--- config.mk ---
export PLATFORM = sky130hd
export DESIGN_NAME = csa_accum_flat
export DESIGN_NICKNAME = d
export VERILOG_FILES = /design/src/rtl/csa_accum_if.sv /design/src/rtl/csa_accum.sv /design/src/flat_wrapper.sv
export SDC_FILE = /design/constraint.sdc
export NUM_CORES = 1
export LEC_CHECK = 0
export CAP_MARGIN = 10
export CORE_MARGIN = 5
export CORE_UTILIZATION = 56
export DETAILED_ROUTE_END_ITERATION = 8
export PLACE_DENSITY = 0.8
export SLEW_MARGIN = 0
export SYNTH_ARGS = -nofsm -noshare
export SYNTH_HDL_FRONTEND = slang
export SYNTH_SLANG_ARGS = --single-unit
--- constraint.sdc ---
create_clock -name clk -period 3.5 [get_ports clk]
set_input_delay 0.7 -clock clk [delete_from_list [all_inputs] [get_ports clk]]
set_output_delay 0.7 -clock clk [all_outputs]
set_load 0.01 [all_outputs]
--- src/rtl/csa_accum_if.sv ---
// Stream handshake bundle for csa_accum: operand input channel and frame-sum output channel.
interface csa_accum_if #(
  parameter int WIDTH     = 16,
  parameter int ACC_WIDTH = 24
);
  logic                 in_valid;
  logic                 in_ready;
  logic [WIDTH-1:0]     in_data;
  logic                 in_last;
  logic                 out_valid;
  logic                 out_ready;
  logic [ACC_WIDTH-1:0] out_data;
  logic                 out_overflow;

  modport master (
    output in_valid, in_data, in_last, out_ready,
    input  in_ready, out_valid, out_data, out_overflow
  );

  modport slave (
    input  in_valid, in_data, in_last, out_ready,
    output in_ready, out_valid, out_data, out_overflow
  );
endinterface

--- src/rtl/csa_accum.sv ---
// Carry-save streaming accumulator with chunked carry-propagate resolve at frame end.
// Optional build macro CSA_ACCUM_SAT_EN saturates the reported sum on overflow.
module csa_accum #(
  parameter int WIDTH     = 16,
  parameter int ACC_WIDTH = 24,
  parameter int CHUNK     = 8
) (
  input  logic        clk,
  input  logic        rst,
  csa_accum_if.slave  bus
);

  localparam int NCHUNK = (ACC_WIDTH + CHUNK - 1) / CHUNK;
  localparam int KW     = (NCHUNK > 1) ? $clog2(NCHUNK) : 1;
  localparam int LASTW  = ACC_WIDTH - (NCHUNK - 1) * CHUNK;

  typedef enum logic [1:0] {ST_ACCUM, ST_RESOLVE, ST_OUTPUT} state_e;

  state_e               state_q, state_d;
  logic [ACC_WIDTH-1:0] s_q, s_d, c_q, c_d, r_q, r_d;
  logic                 ovf_q, ovf_d;
  logic [KW-1:0]        k_q, k_d;
  logic                 cin_q, cin_d;
  logic                 rdy_q, rdy_d;

  logic [ACC_WIDTH-1:0] d_ext, fa_s, fa_c;
  logic [CHUNK-1:0]     s_ch, c_ch;
  logic [CHUNK:0]       ch_sum;
  logic [ACC_WIDTH-1:0] ch_mask, ch_val, res;
  logic                 last_cout;
  int unsigned          sh;

  assign d_ext = ACC_WIDTH'(bus.in_data);

  // One independent 3:2 cell per bit; no carry ripples between cells.
  for (genvar i = 0; i < ACC_WIDTH; i++) begin : g_fa
    assign fa_s[i] = s_q[i] ^ c_q[i] ^ d_ext[i];
    assign fa_c[i] = (s_q[i] & c_q[i]) | (s_q[i] & d_ext[i]) | (c_q[i] & d_ext[i]);
  end

  // Chunk k of S and C; bits past ACC_WIDTH shift in as zero for a narrow final chunk.
  always_comb begin
    sh        = int'(k_q) * CHUNK;
    s_ch      = CHUNK'(s_q >> sh);
    c_ch      = CHUNK'(c_q >> sh);
    ch_sum    = {1'b0, s_ch} + {1'b0, c_ch} + {{CHUNK{1'b0}}, cin_q};
    ch_mask   = ACC_WIDTH'({CHUNK{1'b1}}) << sh;
    ch_val    = ACC_WIDTH'(ch_sum[CHUNK-1:0]) << sh;
    last_cout = |(ch_sum >> LASTW);
  end

  always_comb begin
    state_d = state_q;
    s_d     = s_q;
    c_d     = c_q;
    r_d     = r_q;
    ovf_d   = ovf_q;
    k_d     = k_q;
    cin_d   = cin_q;
    case (state_q)
      ST_ACCUM: begin
        if (bus.in_valid && rdy_q) begin
          s_d   = fa_s;
          c_d   = {fa_c[ACC_WIDTH-2:0], 1'b0};
          ovf_d = ovf_q | fa_c[ACC_WIDTH-1];
          if (bus.in_last) begin
            state_d = ST_RESOLVE;
            k_d     = '0;
            cin_d   = 1'b0;
          end
        end
      end
      ST_RESOLVE: begin
        r_d   = (r_q & ~ch_mask) | ch_val;
        cin_d = ch_sum[CHUNK];
        k_d   = k_q + KW'(1);
        if (int'(k_q) == NCHUNK - 1) begin
          ovf_d   = ovf_q | last_cout;
          state_d = ST_OUTPUT;
        end
      end
      ST_OUTPUT: begin
        if (bus.out_ready) begin
          s_d     = '0;
          c_d     = '0;
          ovf_d   = 1'b0;
          state_d = ST_ACCUM;
        end
      end
      default: state_d = ST_ACCUM;
    endcase
    rdy_d = (state_d == ST_ACCUM);
  end

  always_ff @(posedge clk) begin
    if (rst) begin
      state_q <= ST_ACCUM;
      s_q     <= '0;
      c_q     <= '0;
      r_q     <= '0;
      ovf_q   <= 1'b0;
      k_q     <= '0;
      cin_q   <= 1'b0;
      rdy_q   <= 1'b0;
    end else begin
      state_q <= state_d;
      s_q     <= s_d;
      c_q     <= c_d;
      r_q     <= r_d;
      ovf_q   <= ovf_d;
      k_q     <= k_d;
      cin_q   <= cin_d;
      rdy_q   <= rdy_d;
    end
  end

`ifdef CSA_ACCUM_SAT_EN
  function automatic logic [ACC_WIDTH-1:0] sat_result(input logic [ACC_WIDTH-1:0] sum,
                                                      input logic ovf);
    return ovf ? '1 : sum;
  endfunction
  assign res = sat_result(r_q, ovf_q);
`else
  assign res = r_q;
`endif

  // in_ready is registered so it stays low through reset and drops with the last beat.
  assign bus.in_ready     = rdy_q;
  assign bus.out_valid    = (state_q == ST_OUTPUT);
  assign bus.out_data     = (state_q == ST_OUTPUT) ? res : '0;
  assign bus.out_overflow = (state_q == ST_OUTPUT) & ovf_q;

endmodule

--- src/flat_wrapper.sv ---
// flat-port wrapper written by rule: the top's interface ports become plain ports
module csa_accum_flat 
#(
  parameter int WIDTH     = 16,
  parameter int ACC_WIDTH = 24,
  parameter int CHUNK     = 8
)
  (clk, rst, bus_in_valid, bus_in_data, bus_in_last, bus_out_ready, bus_in_ready, bus_out_valid, bus_out_data, bus_out_overflow);
  csa_accum_if #(.WIDTH(WIDTH), .ACC_WIDTH(ACC_WIDTH)) bus_i ();
  input  logic clk;
  input  logic rst;
  input wire logic [$bits(bus_i.in_valid)-1:0] bus_in_valid;
  input wire logic [$bits(bus_i.in_data)-1:0] bus_in_data;
  input wire logic [$bits(bus_i.in_last)-1:0] bus_in_last;
  input wire logic [$bits(bus_i.out_ready)-1:0] bus_out_ready;
  output wire logic [$bits(bus_i.in_ready)-1:0] bus_in_ready;
  output wire logic [$bits(bus_i.out_valid)-1:0] bus_out_valid;
  output wire logic [$bits(bus_i.out_data)-1:0] bus_out_data;
  output wire logic [$bits(bus_i.out_overflow)-1:0] bus_out_overflow;
  assign bus_i.in_valid = bus_in_valid;
  assign bus_i.in_data = bus_in_data;
  assign bus_i.in_last = bus_in_last;
  assign bus_i.out_ready = bus_out_ready;
  assign bus_in_ready = bus_i.in_ready;
  assign bus_out_valid = bus_i.out_valid;
  assign bus_out_data = bus_i.out_data;
  assign bus_out_overflow = bus_i.out_overflow;
  csa_accum #(.WIDTH(WIDTH), .ACC_WIDTH(ACC_WIDTH), .CHUNK(CHUNK)) u_core (.clk(clk), .rst(rst), .bus(bus_i));
endmodule
==> results of run 1 <==
## state kept, by name, indices dropped and copies added, names as in the netlist
name / cells
u_core.bus.in_ready: 1
u_core.c_q: 23
u_core.cin_q: 1
u_core.k_q: 2
u_core.ovf_q: 1
u_core.r_q: 24
u_core.s_q: 24
u_core.state_q: 2
## worst max-delay path: stages (launching register included)
cell	delay [ns]
dfxtp_1	0.51
nor2b_1	0.37
buf_4	0.29
and2_1	0.16
clkdlybuf4s50_1	0.54
## cells by family after synthesis
group                    Yosys count
AND/OR/NAND/NOR                  147
multiplexers                      15
XOR/XNOR                           5
buffers and inverters             36
AO/OA/AOI/OAI                    114
flip-flops                        78
adder cells (fa/ha/maj)           36
## cells in the mapped netlist
cell | n | area [um2]
mux2i_1 | 15 | 150
nor3b_2 | 1 | 12.5
nor2_1 | 73 | 274
xnor2_1 | 5 | 43.8
a22oi_1 | 57 | 428
a21oi_1 | 19 | 95.1
ha_1 | 19 | 238
fa_1 | 17 | 340
o21ai_0 | 16 | 80.1
nand2_2 | 1 | 6.26
or3_1 | 3 | 18.8
o31a_1 | 1 | 8.76
buf_2 | 8 | 40.0
inv_1 | 7 | 26.3
a211oi_2 | 2 | 25.0
nor3_2 | 1 | 10.0
dfxtp_1 | 78 | 1560
and3_1 | 2 | 12.5
nand4b_1 | 1 | 8.76
a32o_1 | 10 | 100
a21oi_2 | 1 | 8.76
and3_4 | 1 | 11.3
clkbuf_1 | 17 | 63.8
a31oi_1 | 1 | 6.26
buf_6 | 3 | 33.8
nand2_1 | 28 | 105
o21ai_1 | 2 | 10.0
o21bai_1 | 1 | 7.51
nor3_1 | 3 | 15.0
a21o_2 | 1 | 8.76
nand2b_1 | 5 | 31.3
a221oi_1 | 1 | 8.76
nor2b_1 | 3 | 18.8
o211ai_1 | 1 | 7.51
buf_4 | 1 | 7.51
and2_1 | 25 | 156
o211ai_2 | 1 | 12.5
## power by group
part | internal, mW | switching, mW
combinational | 0.0709 | 0.106
clock | 0.408 | 0.313
sequential | 0.904 | 0.0176
## per-stage QoR
| step | power (mW) | utilization | std cells |
|---|---|---|---|
| after floorplan | 1.05 | - | 431 |
| after global placement | 1.11 | 0.659 | 555 |
| after detailed placement | 1.12 | 0.659 | 555 |
| after CTS | 1.83 | 0.691 | 571 |
| after global routing | 1.90 | 0.691 | 571 |
| final | 1.82 | 0.691 | 571 |
## placed cells by master, fill, tap and decap left out, drive strengths merged
cell / n
a21oi: 20
and2: 25
a211oi: 2
a22oi: 57
a21o: 1
buf: 11
clkdlybuf4s50: 46
inv: 7
nand2: 29
nor2b: 3
mux2i: 15
o21bai: 1
bufinv: 1
nand2b: 5
a221oi: 1
nand4b: 1
o211ai: 2
fa: 17
and3: 3
o21ai: 18
nor3: 4
o31a: 1
ha: 19
nor2: 73
clkbuf: 14
a32o: 10
or3: 3
a31oi: 1
dfxtp: 78
clkinvlp: 1
xnor2: 5
nor3b: 1
## worst max path at each step
stage	from	to	slack, ns	depth (start not counted)
2_1_floorplan	u_core.k_q[1]	u_core.r_q[22]	0.81	12
3_3_place_gp	u_core.k_q[1]	u_core.cin_q	0.81	13
3_5_place_dp	u_core.k_q[1]	u_core.cin_q	0.75	13
4_1_cts	u_core.state_q[1]	bus_out_data[22]	0.52	4
5_1_grt	u_core.state_q[1]	bus_out_data[23]	0.40	4
6_report	u_core.state_q[1]	bus_out_data[22]	0.57	4
## layout make-up
cell class,instances,area (um2)
clock buffer,14,183
clock inverter,2,37.5
fill,562,2120
inverter,7,26.3
multi-input combinational,317,2280
sequential,78,1560
tap,96,120
timing repair buffer,57,541
## layer usage
| layer | vias up | track usage | share of wire |
|---|---|---|---|
| met3 | 14 | 0.0598 | 0.055 |
| met5 | - | 0 | 0 |
| li1 | 1593 | - | - |
| met1 | 1587 | 0.295 | 0.45 |
| met4 | 0 | 0.0722 | 0.015 |
| met2 | 82 | 0.348 | 0.48 |
==> results.toml, run 1 <==
[worst_setup_path]
cp_data_arrival_time_ns = 2.23
reg2reg_slack_ns = 0.75
reg2regPathDepth = 13
cp-start-kind = "flip-flop"
critPathKind = "reg -> out"
end_kind = "output port"
worst-path-max-fanout = 25
r2r-end = "u_core.cin_q"
timing.rr.start = "u_core.k_q[1]"
worst_ep_required_time_ns = 2.80

[clock_network]
clk_path_buf_depth = 2
cts_buffers = 9
ctsHoldBuffers = 0
cts-resized-gates = 0
clk_pin_slew_ns = 0.08
numClockSinks = 78
cts_max_level = 3
clock_latency_ns = 0.35
cts_tree = "done"
cts_setup_buffers = 0
clockRootBuffer = "clkbuf_8"

[global_route]
antenna_found_initial = 0
overflow = 0
grt_max_degree = 48
grt_pass1_vias = 3194
grt_pass1_wl_um = 15300
grt_usage = 0.221

[sta]
final_hold_viol_count = 0
tightest_slew_ns = 0.682
postLayoutSetupSlackWorst_ns = 0.575
layout_min_cycle_time_ns = 2.93
slew_violations = 0
skew_ns = 0.00709
fin_setup_tns_ns = 0
fmax_ghz = 0.342
fin_crit_sh = 0.836
holdWs_ns = 0.470
setup_viol = 0
grt_setup_unrepaired = "false"
maxSlewHeadroom = 0.546

[floorplan]
io_pins = 48
die_w_um = 94.4
coreArea_um2 = 6870
initial_core_util = 0.581
rows = 30
dieArea_um2 = 8920
die_h_um = 94.4

[synthesis]
ys_seq_elements = 78
yosysUniqueCellTypes = 37
synthSimpleGateAreaFrac = 0.170
syn-num-nets = 488
synth_top_family_by_area = "compound AO/OA/AOI/OAI gates"
netlist_area_um2 = 3990
synthMuxAreaShare = 0.0376
yosysWarnings = 0
synthXorXnorAreaFrac = 0.0110
synthAdderAreaFrac = 0.145
netlist_instances = 431
synth_compound_area_frac = 0.202
ys_seq_area_frac = 0.391
avgSynthCellArea_um2 = 9.26

[cells_and_area]
area_growth_pct = 18.9
n_antenna_cell = 0
fin_nets = 527
post-route-cell-area_um2 = 4750
drive_gt1_frac = 0.0758

[detailed_routing]
drc = 0
wirelength_um = 9280
dr.pass1.iters = 5
final_antenna_net_count = 0
viasPerCell = 5.74
wl_per_cell_um = 16.2
via_count = 3276
drt_iter0_drc = 168

[run]
maxCapViolCount = 0

[placement]
post-dp-hpwl_um = 6800
post_dp_cell_area_um2 = 4530
pre_cts_slack_ns = 0.747
place_congestion = 0.858
port_buffers = 47

[worst_hold_path]
min_path_cells = 2
min-delay-start = "u_core.r_q[7]"
min_path_type = "reg -> reg"
min_to = "u_core.r_q[7]"

[power_and_ir_drop]
power.density_nw_per_um2 = 383
vdd_drop_max_uv = 335
leakage_nw = 1.79

[run_status]
status = "finished, final reports clean"
No activity file was read; power rests on OpenSTA's default activity.
==> run 2: changes to the inputs <==
--- a/config.mk
+++ b/config.mk
@@ -7,9 +7,9 @@
 export LEC_CHECK = 0
 export CAP_MARGIN = 10
 export CORE_MARGIN = 5
-export CORE_UTILIZATION = 56
+export CORE_UTILIZATION = 50
 export DETAILED_ROUTE_END_ITERATION = 8
-export PLACE_DENSITY = 0.8
+export PLACE_DENSITY = 0.76
 export SLEW_MARGIN = 0
 export SYNTH_ARGS = -nofsm -noshare
 export SYNTH_HDL_FRONTEND = slang
==> constraint.sdc (replaced) <==
create_clock -name clk -period 2.5 [get_ports clk]
set_input_delay 0.5 -clock clk [delete_from_list [all_inputs] [get_ports clk]]
set_output_delay 0.5 -clock clk [all_outputs]
set_load 0.01 [all_outputs]
==> run 2 against run 1 <==
Non-clock buffer count rose by 11. Register-to-register slack got worse by 0.70 ns. Sequential power rose by 40%. Combinational power rose by 47%. Sequential share of layout area fell by 0.82 points. Via count rose by 3.2%. Hold slack got worse by 0.0072 ns. First-iteration DRC count rose by 42%. Worst setup slack got worse by 0.53 ns. Utilization fell by 6.2 points. Die area rose by 11%. Sequential cell count did not move. Critical endpoint is now u_core.r_q[5]. Highest routed layer unchanged.
==> results.toml, run 2 (synthesized netlist as in run 1, its figures left out) <==
[run_status]
status = "finished, final reports clean"

[power_and_ir_drop]
leakage_nw = 1.86
seq_power_share = 0.547
vdd_drop_max_uv = 390
power.internal_mw = 1.75
p_switching_mw = 0.611
power.density_nw_per_um2 = 483
power.share.clock = 0.343
power_switching_share = 0.259
combPwrFrac = 0.110

[cells_and_area]
reg_top3 = "u_core.r_q x24, u_core.s_q x24, u_core.c_q x23"
post-route-cell-area_um2 = 4880
final_cell_mix = "dfxtp_1, nor2_1, a22oi_1"
fin_nets = 538
n_antenna_cell = 0
area_growth_pct = 22.3
drive_gt1_frac = 0.122
mostFrequentLayoutCell = "dfxtp_1"
fillers = 669

[clock_network]
numClockSinks = 78
clk_path_buf_depth = 2
cts_buffers = 9
cts_max_level = 3
clockRootBuffer = "clkbuf_8"
ctsHoldBuffers = 0
cts_tree = "done"
clock_latency_ns = 0.36
clk_pin_slew_ns = 0.07

[global_route]
grt_max_degree = 48
overflow = 0
grt_usage = 0.198
antenna_found_initial = 0
grt_pass1_vias = 3216
grt_pass1_wl_um = 15600

[floorplan]
io_pins = 48
dieArea_um2 = 9870
coreArea_um2 = 7770
rows = 32
die_h_um = 99.4
die_w_um = 99.4
initial_core_util = 0.514

[worst_setup_path]
crit_family = "compound AO/OA/AOI/OAI gates"
cp_data_arrival_time_ns = 2.76
end_kind = "flip-flop"
slowest_stage = "dfxtp_4"
worst-path-max-fanout = 7
cp_num_buf_inv = 2
worst_ep_required_time_ns = 2.80
cp_cell_sequence = "buf_8 > buf_4 > mux2i_1 > o21ai_0 > ha_1 > o21ai_1 > o21bai_1 > a21oi_1 > xnor2_1 > a32o_1"
critPathKind = "reg -> reg"
cp-start-kind = "flip-flop"
cpPeakStageDelay_ns = 0.43

[placement]
post_dp_cell_area_um2 = 4590
post-dp-hpwl_um = 6910
pre_cts_slack_ns = -0.149
place_congestion = 0.924
port_buffers = 47

[detailed_routing]
drt_iter0_drc = 238
drc = 0
final_antenna_net_count = 0
wirelength_um = 9660
wl_per_cell_um = 16.5
viasPerCell = 5.77
via_count = 3381
dr.pass1.iters = 4

[sta]
layout_min_cycle_time_ns = 2.45
final_hold_viol_count = 0
setup_viol = 0
slew_violations = 0
postLayoutSetupSlackWorst_ns = 0.0459
fmax_ghz = 0.407
tightest_slew_ns = 1.21
maxSlewHeadroom = 0.192
skew_ns = 0.00574
fin_crit_sh = 0.982

[worst_hold_path]
min_path_type = "reg -> reg"

[run]
maxCapViolCount = 0
[run 2: changes by cell type in the layout (fill, tap and decap cells not counted), sizes merged]
cell      change
buf          +11
bufinv        -1
clkbuf        -2
clkinv        +2
clkinvlp      -1
[run 2: stage by stage]
step	setup TNS, ns	utilization	hold WS [ns]	power [mW]	std cells
after floorplan	0	-	0.427	1.47	431
after global placement	0	0.591	0.455	1.56	569
after detailed placement	-1.27	0.591	0.455	1.56	569
after CTS	0	0.614	0.465	2.36	583
after global routing	-0.410	0.629	0.482	2.45	586
final	0	0.629	0.463	2.36	586
[run 2: repair_timing]
| action | 4_1_cts | 5_1_grt |
|---|---|---|
| setup buffers | 0 | 3 |
| resized for setup | 7 | 19 |
| pin swaps | 0 | 11 |
| endpoints found under the setup margin | 37 | 38 |
| gates cloned | 0 | 0 |
| hold endpoints to repair | 0 | 0 |
[run 2: metal layers]
layer  part of all wire  global-route usage
met4              0.017              0.0851
met3              0.049              0.0358
met2               0.49               0.329
met5                  0                   0
met1               0.44               0.252
[run 2: area by class of cell]
| cell class | count | area [um2] | area share |
|---|---|---|---|
| flip-flops and latches | 78 | 1570 | 0.321 |
| inverters | 7 | 26.3 | 0.00538 |
| repair buffers | 68 | 651 | 0.133 |
| multi-input cells | 317 | 2360 | 0.483 |
| clock inverters | 2 | 10.0 | 0.00205 |
| clock buffers | 12 | 145 | 0.0297 |
| well taps | 102 | 128 | 0.0261 |
[run 2: worst register-to-register path, cell delays in order, from the launching register on]
cell      delay [ns]
dfxtp_4         0.43
buf_8           0.14
buf_4           0.12
mux2i_1         0.22
o21ai_0         0.12
ha_1            0.38
o21ai_1         0.13
o21bai_1        0.16
a21oi_1         0.11
xnor2_1         0.40
a32o_1          0.20
[run 2: power by group through the flow]
stage,registers [mW],clock network (mW),logic [mW]
2_1_floorplan,1.31,0,0.163
3_3_place_gp,1.32,0,0.239
3_5_place_dp,1.32,0,0.246
4_1_cts,1.29,0.825,0.248
5_1_grt,1.29,0.873,0.286
6_report,1.29,0.808,0.259
[run 2: path summary, 6_finish.rpt]
| kind | from | endpoint | slack [ns] | cells after the start |
|---|---|---|---|---|
| min reg2reg | u_core.r_q[15] | u_core.r_q[15] | 0.46 | 2 |
| max | u_core.k_q[1] | u_core.r_q[5] | 0.05 | 10 |
| max reg2reg | u_core.k_q[1] | u_core.r_q[5] | 0.05 | 10 |
| min | u_core.r_q[15] | u_core.r_q[15] | 0.46 | 2 |
==> run 3: changes to the inputs <==
--- a/config.mk
+++ b/config.mk
@@ -8,6 +8,7 @@
 export CAP_MARGIN = 10
 export CORE_MARGIN = 5
 export CORE_UTILIZATION = 50
+export CTS_BUF_LIST = sky130_fd_sc_hd__clkbuf_8 sky130_fd_sc_hd__clkbuf_16
 export DETAILED_ROUTE_END_ITERATION = 8
 export PLACE_DENSITY = 0.76
 export SLEW_MARGIN = 0
==> run 3 against run 2 <==
Final cell count unchanged. Critical path depth unchanged. Utilization unchanged. Non-clock buffer count unchanged.
==> results.toml, run 3 (synthesized netlist as in run 1, its figures left out) <==
[cells_and_area]
mostFrequentLayoutCell = "dfxtp_1"
final_cell_mix = "dfxtp_1, nor2_1, a22oi_1"
n_antenna_cell = 0
finalNonFillerCells = 586
finalCoreUtilization = 0.629
area_growth_pct = 22.3
drive_gt1_frac = 0.122
reg_top3 = "u_core.r_q x24, u_core.s_q x24, u_core.c_q x23"
fin_nets = 538
fillers = 669

[detailed_routing]
via_count = 3389
drc = 0
wirelength_um = 9670
final_antenna_net_count = 0
drt_iter0_drc = 241
viasPerCell = 5.78
wl_per_cell_um = 16.5
dr.pass1.iters = 5

[global_route]
overflow = 0
grt_pass1_vias = 3216
grt_pass1_wl_um = 15600
grt_usage = 0.198
antenna_found_initial = 0
grt_max_degree = 48

[floorplan]
dieArea_um2 = 9870
initial_core_util = 0.514
coreArea_um2 = 7770
die_w_um = 99.4
io_pins = 48
rows = 32
die_h_um = 99.4

[worst_hold_path]
min-delay-start = "u_core.r_q[15]"
min_path_type = "reg -> reg"

[power_and_ir_drop]
leakage_nw = 1.86
power.density_nw_per_um2 = 481
vdd_drop_max_uv = 391
power.total_mw = 2.35

[sta]
layout_min_cycle_time_ns = 2.45
setup_viol = 0
fin_crit_sh = 0.982
slew_violations = 0
final_hold_viol_count = 0
tightest_slew_ns = 1.21
fmax_ghz = 0.408
fin_setup_tns_ns = 0
maxSlewHeadroom = 0.189
skew_ns = 0.00574

[clock_network]
clock_latency_ns = 0.36
cts_tree = "done"
clockRootBuffer = "clkbuf_8"
numClockSinks = 78
cts_max_level = 3
clk_pin_slew_ns = 0.07
cts_buffers = 9
clk_path_buf_depth = 2

[worst_setup_path]
critPathLaunch = "u_core.k_q[1]"
worst-path-max-fanout = 7
r2r-end = "u_core.r_q[5]"
cp-start-kind = "flip-flop"
end_kind = "flip-flop"
reg2reg_slack_ns = 0.05
critPathKind = "reg -> reg"
crit_end = "u_core.r_q[5]"
reg2regPathDepth = 10
cp_data_arrival_time_ns = 2.76
worst_ep_required_time_ns = 2.80
timing.rr.start = "u_core.k_q[1]"

[placement]
place_congestion = 0.924
port_buffers = 47
post-dp-hpwl_um = 6910
place_inst = 569

[run_status]
status = "finished, final reports clean"

[run]
maxCapViolCount = 0
run 3: cell types whose count changed in the layout (fill, tap and decap cells not counted), sizes merged:
cell    previous run  this run
clkbuf            12        10
inv                7         9
run 3: worst min path at each step:
| stage | to | slack (ns) | cells past startpoint |
|---|---|---|---|
| 5_1_grt | u_core.r_q[15] | 0.48 | 2 |
| 4_1_cts | u_core.r_q[15] | 0.47 | 2 |
| 6_report | u_core.r_q[15] | 0.46 | 2 |
| 2_1_floorplan | u_core.r_q[23] | 0.43 | 2 |
| 3_3_place_gp | u_core.r_q[15] | 0.46 | 2 |
| 3_5_place_dp | u_core.r_q[15] | 0.46 | 2 |
run 3: area by class of cell:
| cell class | count | area (um2) | area share |
|---|---|---|---|
| clock buffers | 10 | 138 | 0.0282 |
| clock inverters | 4 | 17.5 | 0.00359 |
| inverters | 7 | 26.3 | 0.00538 |
| multi-input cells | 317 | 2360 | 0.483 |
| flip-flops and latches | 78 | 1570 | 0.321 |
| well taps | 102 | 128 | 0.0261 |
| repair buffers | 68 | 651 | 0.133 |
run 3: metrics by stage:
stage / cell area (um2) / setup WS, ns / hold slack [ns]
2_1_floorplan: 4000 / 0.0128 / 0.427
3_3_place_gp: 4590 / 0.0104 / 0.455
3_5_place_dp: 4590 / -0.149 / 0.455
4_1_cts: 4770 / 0.0261 / 0.465
5_1_grt: 4880 / -0.0775 / 0.482
6_report: 4880 / 0.0460 / 0.463
run 3: power by group:
| group | switching (mW) | internal (mW) | leakage [nW] |
|---|---|---|---|
| Combinational | 0.151 | 0.107 | 1.14 |
| Clock | 0.436 | 0.366 | 0.0904 |
| Sequential | 0.0255 | 1.26 | 0.632 |
run 3: critical path, stage by stage (launching register included):
cell and delay (ns):
dfxtp_4 0.43, buf_8 0.14, buf_4 0.11, mux2i_1 0.22
o21ai_0 0.12, ha_1 0.38, o21ai_1 0.13, o21bai_1 0.16
a21oi_1 0.11, xnor2_1 0.40, a32o_1 0.20
run 3: timing repair:
| item | CTS | global route |
|---|---|---|
| hold buffers | 0 | 0 |
| setup endpoints to repair | 37 | 38 |
| pin swaps | 0 | 11 |
| gates resized for setup | 7 | 19 |
| buffers inserted | 0 | 3 |
run 3: per-layer routing:
layer | global-route usage | wire, um | up-vias
met1 | 0.252 | 4260 | 1667
met4 | 0.0851 | 207 | 0
met2 | 0.329 | 4710 | 84
li1 | - | - | 1620
met3 | 0.0358 | 480 | 18
met5 | 0 | 0 | -
